`config.mk`:
```
export PLATFORM = sky130hd
export DESIGN_NAME = register_bus_reader
export DESIGN_NICKNAME = d
export VERILOG_FILES = /design/src/rtl/register_bus_reader_pkg.sv /design/src/rtl/register_bus_reader_tick_down_counter.sv /design/src/rtl/register_bus_reader.sv
export SDC_FILE = /design/constraint.sdc
export NUM_CORES = 1
export LEC_CHECK = 0
export BUFFER_PORTS_ARGS = -buffer_cell sky130_fd_sc_hd__buf_2
export CAP_MARGIN = 0
export CORE_UTILIZATION = 45
export CTS_BUF_LIST = sky130_fd_sc_hd__clkbuf_4 sky130_fd_sc_hd__clkbuf_8 sky130_fd_sc_hd__clkbuf_16
export CTS_CLUSTER_SIZE = 40
export DETAILED_ROUTE_END_ITERATION = 7
export PLACE_DENSITY = 0.71
export RECOVER_POWER = 25
export SLEW_MARGIN = 20
export SYNTH_ARGS = -nofsm -noshare
export SYNTH_HDL_FRONTEND = slang
export SYNTH_SLANG_ARGS = --single-unit
```
`constraint.sdc`:
```
create_clock -name Clock -period 2.05 [get_ports Clock]
set_clock_uncertainty 0.2 [all_clocks]
set_input_delay 0.205 -clock Clock [delete_from_list [all_inputs] [get_ports Clock]]
set_output_delay 0.205 -clock Clock [all_outputs]
set_load 0.01 [all_outputs]
```
`src/rtl/register_bus_reader_pkg.sv`:
```
// Shared register-bus definitions: the reader FSM state encoding and the
// request field widths used by the reader and its bench.
package register_bus_reader_pkg;

    localparam int LenWidth  = 4;
    localparam int AddrWidth = 4;

    typedef enum logic [2:0] {
        IDLE,
        SELECT,
        SETTLE,
        CAPTURE,
        RESPOND
    } state_e;

endpackage

```
`src/rtl/register_bus_reader_tick_down_counter.sv`:
```
// Loadable down-counter that only decrements on ticked cycles and stops at
// zero; the zero flag tells the reader its settle window has elapsed.
module tick_down_counter #(
    parameter int Width = 4
) (
    input  logic             clk,
    input  logic             reset,
    input  logic             tick,
    input  logic             load,
    input  logic [Width-1:0] load_value,
    output logic             zero
);

    logic [Width-1:0] count_q;
    logic [Width-1:0] count_d;

    always_comb begin
        count_d = count_q;
        if (load) begin
            count_d = load_value;
        end else if (tick && (count_q != '0)) begin
            count_d = count_q - Width'(1);
        end
    end

    always_ff @(posedge clk) begin
        if (reset) begin
            count_q <= '0;
        end else begin
            count_q <= count_d;
        end
    end

    assign zero = (count_q == '0);

endmodule

```
`src/rtl/register_bus_reader.sv`:
```
// Burst reader for a shared tri-state register bus: selects one register at a
// time, waits a Tick-paced settle window, captures the bus and returns it.
module register_bus_reader
    import register_bus_reader_pkg::*;
#(
    parameter int NrOfBits     = 8,
    parameter int NrOfRegs     = 4,
    parameter int SettleCycles = 1
) (
    input  logic                 Clock,
    input  logic                 Reset,
    input  logic                 Tick,
    input  logic                 ReqValid,
    output logic                 ReqReady,
    input  logic [AddrWidth-1:0] ReqAddr,
    input  logic [LenWidth-1:0]  ReqLen,
    output logic [NrOfRegs-1:0]  cs,
    input  logic [NrOfBits-1:0]  BusIn,
    output logic                 RspValid,
    input  logic                 RspReady,
    output logic [NrOfBits-1:0]  RspData,
    output logic                 RspErr,
    output logic                 RspLast,
    output logic                 Busy
);

    localparam bit                   SkipSettle = (SettleCycles == 0);
    localparam logic [3:0]           SettleLoad = SkipSettle ? 4'd0 : 4'(SettleCycles - 1);
    localparam logic [AddrWidth-1:0] LastAddr   = AddrWidth'(NrOfRegs - 1);
    localparam logic [AddrWidth:0]   RegCount   = (AddrWidth + 1)'(NrOfRegs);

    state_e                state_q, state_d;
    logic [AddrWidth-1:0]  addr_q, addr_d;
    logic [LenWidth-1:0]   remain_q, remain_d;
    logic [NrOfBits-1:0]   data_q, data_d;
    logic                  err_q, err_d;
    logic                  last_q, last_d;
    logic                  accept;
    logic                  settle_zero;

    tick_down_counter #(
        .Width(4)
    ) u_settle (
        .clk       (Clock),
        .reset     (Reset),
        .tick      (Tick && (state_q == SETTLE)),
        .load      (Tick && (state_q == SELECT)),
        .load_value(SettleLoad),
        .zero      (settle_zero)
    );

    assign accept = ReqValid && (state_q == IDLE) && !Reset;

    always_comb begin
        state_d  = state_q;
        addr_d   = addr_q;
        remain_d = remain_q;
        data_d   = data_q;
        err_d    = err_q;
        last_d   = last_q;
        case (state_q)
            IDLE: begin
                if (accept) begin
                    addr_d   = ReqAddr;
                    remain_d = ReqLen;
                    // An out-of-range start aborts the whole burst with one error beat.
                    if ({1'b0, ReqAddr} >= RegCount) begin
                        state_d = RESPOND;
                        data_d  = '0;
                        err_d   = 1'b1;
                        last_d  = 1'b1;
                    end else begin
                        state_d = SELECT;
                    end
                end
            end
            SELECT: begin
                if (Tick) begin
                    state_d = SkipSettle ? CAPTURE : SETTLE;
                end
            end
            SETTLE: begin
                if (Tick && settle_zero) begin
                    state_d = CAPTURE;
                end
            end
            CAPTURE: begin
                if (Tick) begin
                    state_d = RESPOND;
                    data_d  = BusIn;
                    err_d   = 1'b0;
                    last_d  = (remain_q == '0);
                end
            end
            RESPOND: begin
                if (RspReady) begin
                    if (last_q) begin
                        state_d = IDLE;
                    end else begin
                        state_d  = SELECT;
                        addr_d   = (addr_q == LastAddr) ? '0 : addr_q + AddrWidth'(1);
                        remain_d = remain_q - LenWidth'(1);
                    end
                end
            end
            default: state_d = IDLE;
        endcase
    end

    always_ff @(posedge Clock) begin
        if (Reset) begin
            state_q  <= IDLE;
            addr_q   <= '0;
            remain_q <= '0;
            data_q   <= '0;
            err_q    <= 1'b0;
            last_q   <= 1'b0;
        end else begin
            state_q  <= state_d;
            addr_q   <= addr_d;
            remain_q <= remain_d;
            data_q   <= data_d;
            err_q    <= err_d;
            last_q   <= last_d;
        end
    end

    always_comb begin
        cs = '1;
        if ((state_q == SELECT) || (state_q == SETTLE) || (state_q == CAPTURE)) begin
            for (int i = 0; i < NrOfRegs; i++) begin
                if (addr_q == AddrWidth'(i)) begin
                    cs[i] = 1'b0;
                end
            end
        end
    end

    assign ReqReady = (state_q == IDLE) && !Reset;
    assign RspValid = (state_q == RESPOND);
    assign RspData  = data_q;
    assign RspErr   = err_q;
    assign RspLast  = last_q;
    assign Busy     = (state_q != IDLE);

endmodule

```
Yosys cells after proc, flatten, opt, wreduce, memory -nomap -nowiden. Cells that the tools add are included.

Register bits after elaboration: 25. Bits of input ports: 21. Output and inout bits: 17. Word-level logic and storage cells: 79.

$add $sub $neg: 3. $lt $le $gt $ge: 1. Equality and inequality tests: 14. Mux-type cells: 32. Reduce and logical (&&, ||, !) cells: 22.

Operator list (count): 2-to-1 mux 4 bit (8); 2-to-1 mux 8 bit (3); 2-to-1 mux 3 bit (6); one-hot mux 4 bit (2 select lines) (2); one-hot mux 8 bit (2 select lines) (1); one-hot mux 3 bit (5 select lines) (1); zero test 4 bit (3); 2-to-1 mux 1 bit (9); == test 4 x 2 -> 1 bit (second input constant) (2); inequality test 2 bit (second input constant) (4); AND reduction 4 bit (2); subtractor 4 x 1 -> 4 bit (second input constant) (2); logical AND 1 bit (7); == test 3 x 2 -> 1 bit (second input constant) (2); inequality test 2 x 1 -> 1 bit (second input constant) (3); AND reduction 5 bit (1); adder 4 x 1 -> 4 bit (second input constant) (1); == test 4 x 1 -> 1 bit (second input constant) (1); >= comparator 4 x 3 -> 1 bit (second input constant) (1); one-hot mux 1 bit (2 select lines) (2); nonzero test 2 bit (2); nonzero test 4 bit (1); == test 3 x 1 -> 1 bit (second input constant) (1); == test 3 bit (second input constant) (1); 5 further kinds (6).

Logic depth before layout (Yosys ltp).
Depth after elaboration: 5. Mapped depth: 6. Depth with buffers taken out: 6.

Modules after synthesis. From an unflattened synthesis, not the netlist that was laid out.

Cell total of the unflattened synthesis: 158. Area, all modules: 1415.1 µm².

By module, submodules not included: register_bus_reader (instances 1, cells an instance 129, area an instance 1152.4 µm², sequential area each 420.4 µm²); tick_down_counter (instances 1, cells an instance 29, area an instance 262.8 µm², sequential area each 80.1 µm²).

Worst setup path before layout. OpenSTA, ideal clock, no wires.

Path type: register to register. From: reg u_settle.count_q[0]. To: reg state_q[0]. Arrival time: 1.385 ns. Data required time: 1.758 ns. Slack: 0.373 ns. Stages on the path, launching flop included: 6. Cell sequence: dfxtp_1 > inv_1 > ha_1 > or3b_2 > o2111a_1 > nor4_1.

Cells in the longest elaborated chain, start to end: 4.

RTL lines: start: declaration (RTL line register_bus_reader_tick_down_counter.sv:14) `logic [Width-1:0] count_q;`; start signal: assignment (RTL line register_bus_reader_tick_down_counter.sv:30) `count_q <= count_d;`; zero test 4 bit (RTL line register_bus_reader_tick_down_counter.sv:34) `assign zero = (count_q == '0);`; logical AND 1 bit (RTL line register_bus_reader.sv:83) `if (Tick && settle_zero) begin`; inequality test 2 x 1 -> 1 bit (no source line); AND reduction 5 bit (no source line); end signal: assignment (RTL line register_bus_reader.sv:119) `state_q <= state_d;`; end: declaration (RTL line register_bus_reader.sv:32) `state_e state_q, state_d;`.

Every way passes these cells. A chain may end at the register's enable or synchronous reset.

Worst setup path in the final report.
From: reg state_q[2]. To: out RspValid.

Cells in the longest elaborated chain, start to end: 1.

RTL lines: == test 3 bit (RTL line register_bus_reader.sv:140) `assign RspValid = (state_q == RESPOND);`; end: declaration (RTL line register_bus_reader.sv:19) `output logic RspValid,`.

Every way passes these cells.

==> summary.md <==
| Metric | Value |
|---|---|
| Status | finished, violations left |
| Failing checks | DRC |
| Worst VDD drop | 262 uV |
| Path depth of the worst reg2reg path | 5 |
| RSZ-0062 raised after global routing | false |
| RePlAce Congestion | 0.837 |
| WL final | 3170 um |
| Starting density of the core | 48.1% |
| I/O Pins | 38 |
| Port Buf Inserts | 37 |
| Die area | 3220 um2 |
| Clk slew on worst S/H paths | 130 ps |
| Pwr Density | 596 nW/um2 |
| Clock sinks | 25 |
| Mapped Nets | 181 |
| Sequential power share | 53.5% |
| CTS tree | done |
| CTS buffer count | 3 |
| CP Max Fanout | 9 |
| Synthesized area per cell | 8.82 um2 |
| DP HPWL | 2310 um |
| Slew @ Worst Pin | 524 ps |
| Die H | 56.7 um |
| Post-synth ARST share | 0% |
| CP endpoint kind | output port |
| Clock power frac | 23.5% |
| #FFs+latches synth | 25 |
| RR Startpoint | u_settle.count_q[0] |
| Net Switching | 297 uW |
| Max Cap Viol | 0 |
| Max-slew headroom | 64.7% |
| Critical Path RT | 1640 ps |
| Min Tclk post-route | 1950 ps |
| Aggregate global-route resource usage | 21.9% |
| Row count | 19 |
| Hold Crit Depth | 4 |
| Core area | 2810 um2 |
| Root buffer cell | clkbuf_4 |
| Fmax | 0.513 GHz |
| Largest net degree at the start of global routing | 15 |
| CP Data Arrival Time | 1540 ps |
| Inserted Diodes | 0 |
| Largest cells by area after synthesis | dfxtp_1, ha_1, nand2_1 |
| Top_reg_cell synth | dfxtp_1 |
| Layout Nets | 230 |
| Sw frac | 29.6% |
| HP Class | in2reg |
| Most frequent cell after synthesis | dfxtp_1 |
| Placed Cells | 217 |
| Synth Instances | 153 |
| Slew Viols, Final | 0 |
| Wire per inst | 13.7 um |
| ANT nets after route | 0 |
| Via count | 1293 |
| Pleak | 0.707 nW |
| EDFF count, synth | 0 |
| Vias/cell | 5.57 |
| Cell taking the most area after synthesis | dfxtp_1 |
| Final Hold Vio Count | 0 |
| Postcts setup bufs | 0 |
| # DRC | 6 |
| WS Path Type | reg2out |
| Mapped cell area | 1350 um2 |
| R2R Setup Slk | 240 ps |
| Critical R2R Capture | state_q[0] |
| HP Start | ReqAddr[2] |
| Hold endpoint | addr_q[2] |
| Fillers | 254 |
| Fin Setup TNS | 0 ps |
| DR iter-0 viols | 43 |
| Vias in the first global route | 1289 |
| First-pass iteration count of the detailed router | 6 |
| Clk buf depth | 2 |
| Layout Area Growth over Synthesis | 24.8% |
| First-pass GRT wire length | 5480 um |
| Fin crit share | 95.1% |
| Synth warn | 0 |
| CP Launch Type | flop |
| Distinct cell type count after synthesis | 47 |
| Die Span X | 56.7 um |
| Share of layout cells above drive strength 1 | 23.4% |
| Top cells by count, synth | dfxtp_1, nand2_1, inv_1, nor2_1 |
| Final std cells w/o fill | 232 |
| Internal power | 706 uW |
| Area fraction of the dominant cell type after synthesis | 37.1% |
| Initial antenna violation count | 0 |
| Grt ovf | 0 |
| Seq/Total Area, Yosys | 37.1% |
| Comb power frac | 23.0% |
| H-tree depth | 1 |
| Endpoints failing setup | 0 |
| Worst skew pair latency | 320 ps |
[layout by cell type, fill, tap and decap left out, types with 2 or more instances in the layout]
master,instances
a211oi_1,6
a21oi_1,8
a22o_1,8
a31oi_1,2
and2_1,3
buf_2,28
buf_4,2
clkbuf_1,9
clkbuf_4,4
dfxtp_1,24
dlygate4sd3_1,11
ha_1,7
inv_1,13
mux2i_1,2
nand2_1,19
nand3_1,3
nor2_1,10
nor3_1,5
nor4_1,3
o22ai_1,2
o31ai_1,2
or3b_2,2
xor2_1,3
[sequential cells by signal, indices dropped and copies added (netlist names)]
name / count
RspData: 8
addr_q: 4
remain_q: 4
u_settle.count_q: 4
state_q: 3
RspErr: 1
RspLast: 1
[per-stage QoR]
step	util (%)	setup WS (ps)	hold WS, ps	instance area, um2	power, mW
floorplan	-	373	131	1350	0.688
global placement	55.3	323	218	1550	0.750
detailed placement	55.3	269	218	1550	0.757
CTS	60.3	15.8	0.0520	1690	1.01
global route	60.0	13.0	29.9	1680	1.07
finish	60.0	101	4.24	1680	1.00
[per-layer routing]
layer	part of all wire (%)	up-vias	global-route usage [%]
met4	1.6	0	9.76
met3	5.5	5	2.76
met5	0	-	0
met1	42	602	24.5
met2	51	51	41.0
li1	-	635	-
[worst max path at each step]
stage,startpoint,endpoint,slack (ps),cells past startpoint
2_1_floorplan,u_settle.count_q[0],state_q[0],370,5
4_1_cts,state_q[2],RspValid,20,3
6_report,state_q[2],RspValid,100,3
3_3_place_gp,state_q[2],addr_q[2],320,4
3_5_place_dp,state_q[2],addr_q[2],270,4
5_1_grt,state_q[1],RspValid,10,3
[power groups by stage]
stage	Clock [mW]	Sequential, mW	Combinational, mW
finish	0.235	0.537	0.231
global route	0.271	0.541	0.256
CTS	0.241	0.535	0.230
detailed placement	0	0.546	0.211
global placement	0	0.544	0.206
floorplan	0	0.538	0.150
[cell families after synthesis]
group / share of synthesized area, %
buffers and inverters: 6.68
muxes: 1.48
AOI/OAI and AO/OA: 21.8
and+or+nand+nor: 23.8
DFF: 37.1
adders and majority gates: 6.49
xor gates and xnor gates: 2.60
[cell type report]
cell class              instances  area, um2  share of cell area, %
multi-input cells             108        761                   45.2
flip-flops and latches         25        502                   29.8
repair buffers                 50        299                   17.8
inverters                      14       52.6                   3.12
well taps                      31       38.8                   2.30
clock buffers                   4       30.0                   1.78
[worst max-delay path, cell delays in order, from the launching register on]
cell and delay [ps]:
dfxtp_2 440, or3b_1 500, inv_1 140, buf_2 140
[timing repair]
item	in CTS	in global routing
gates resized for setup	1	1
endpoints found under the hold margin	11	0
setup endpoints to repair	1	5
pin swaps	0	0
hold buffers	11	0
No activity file was read; power rests on OpenSTA's default activity.
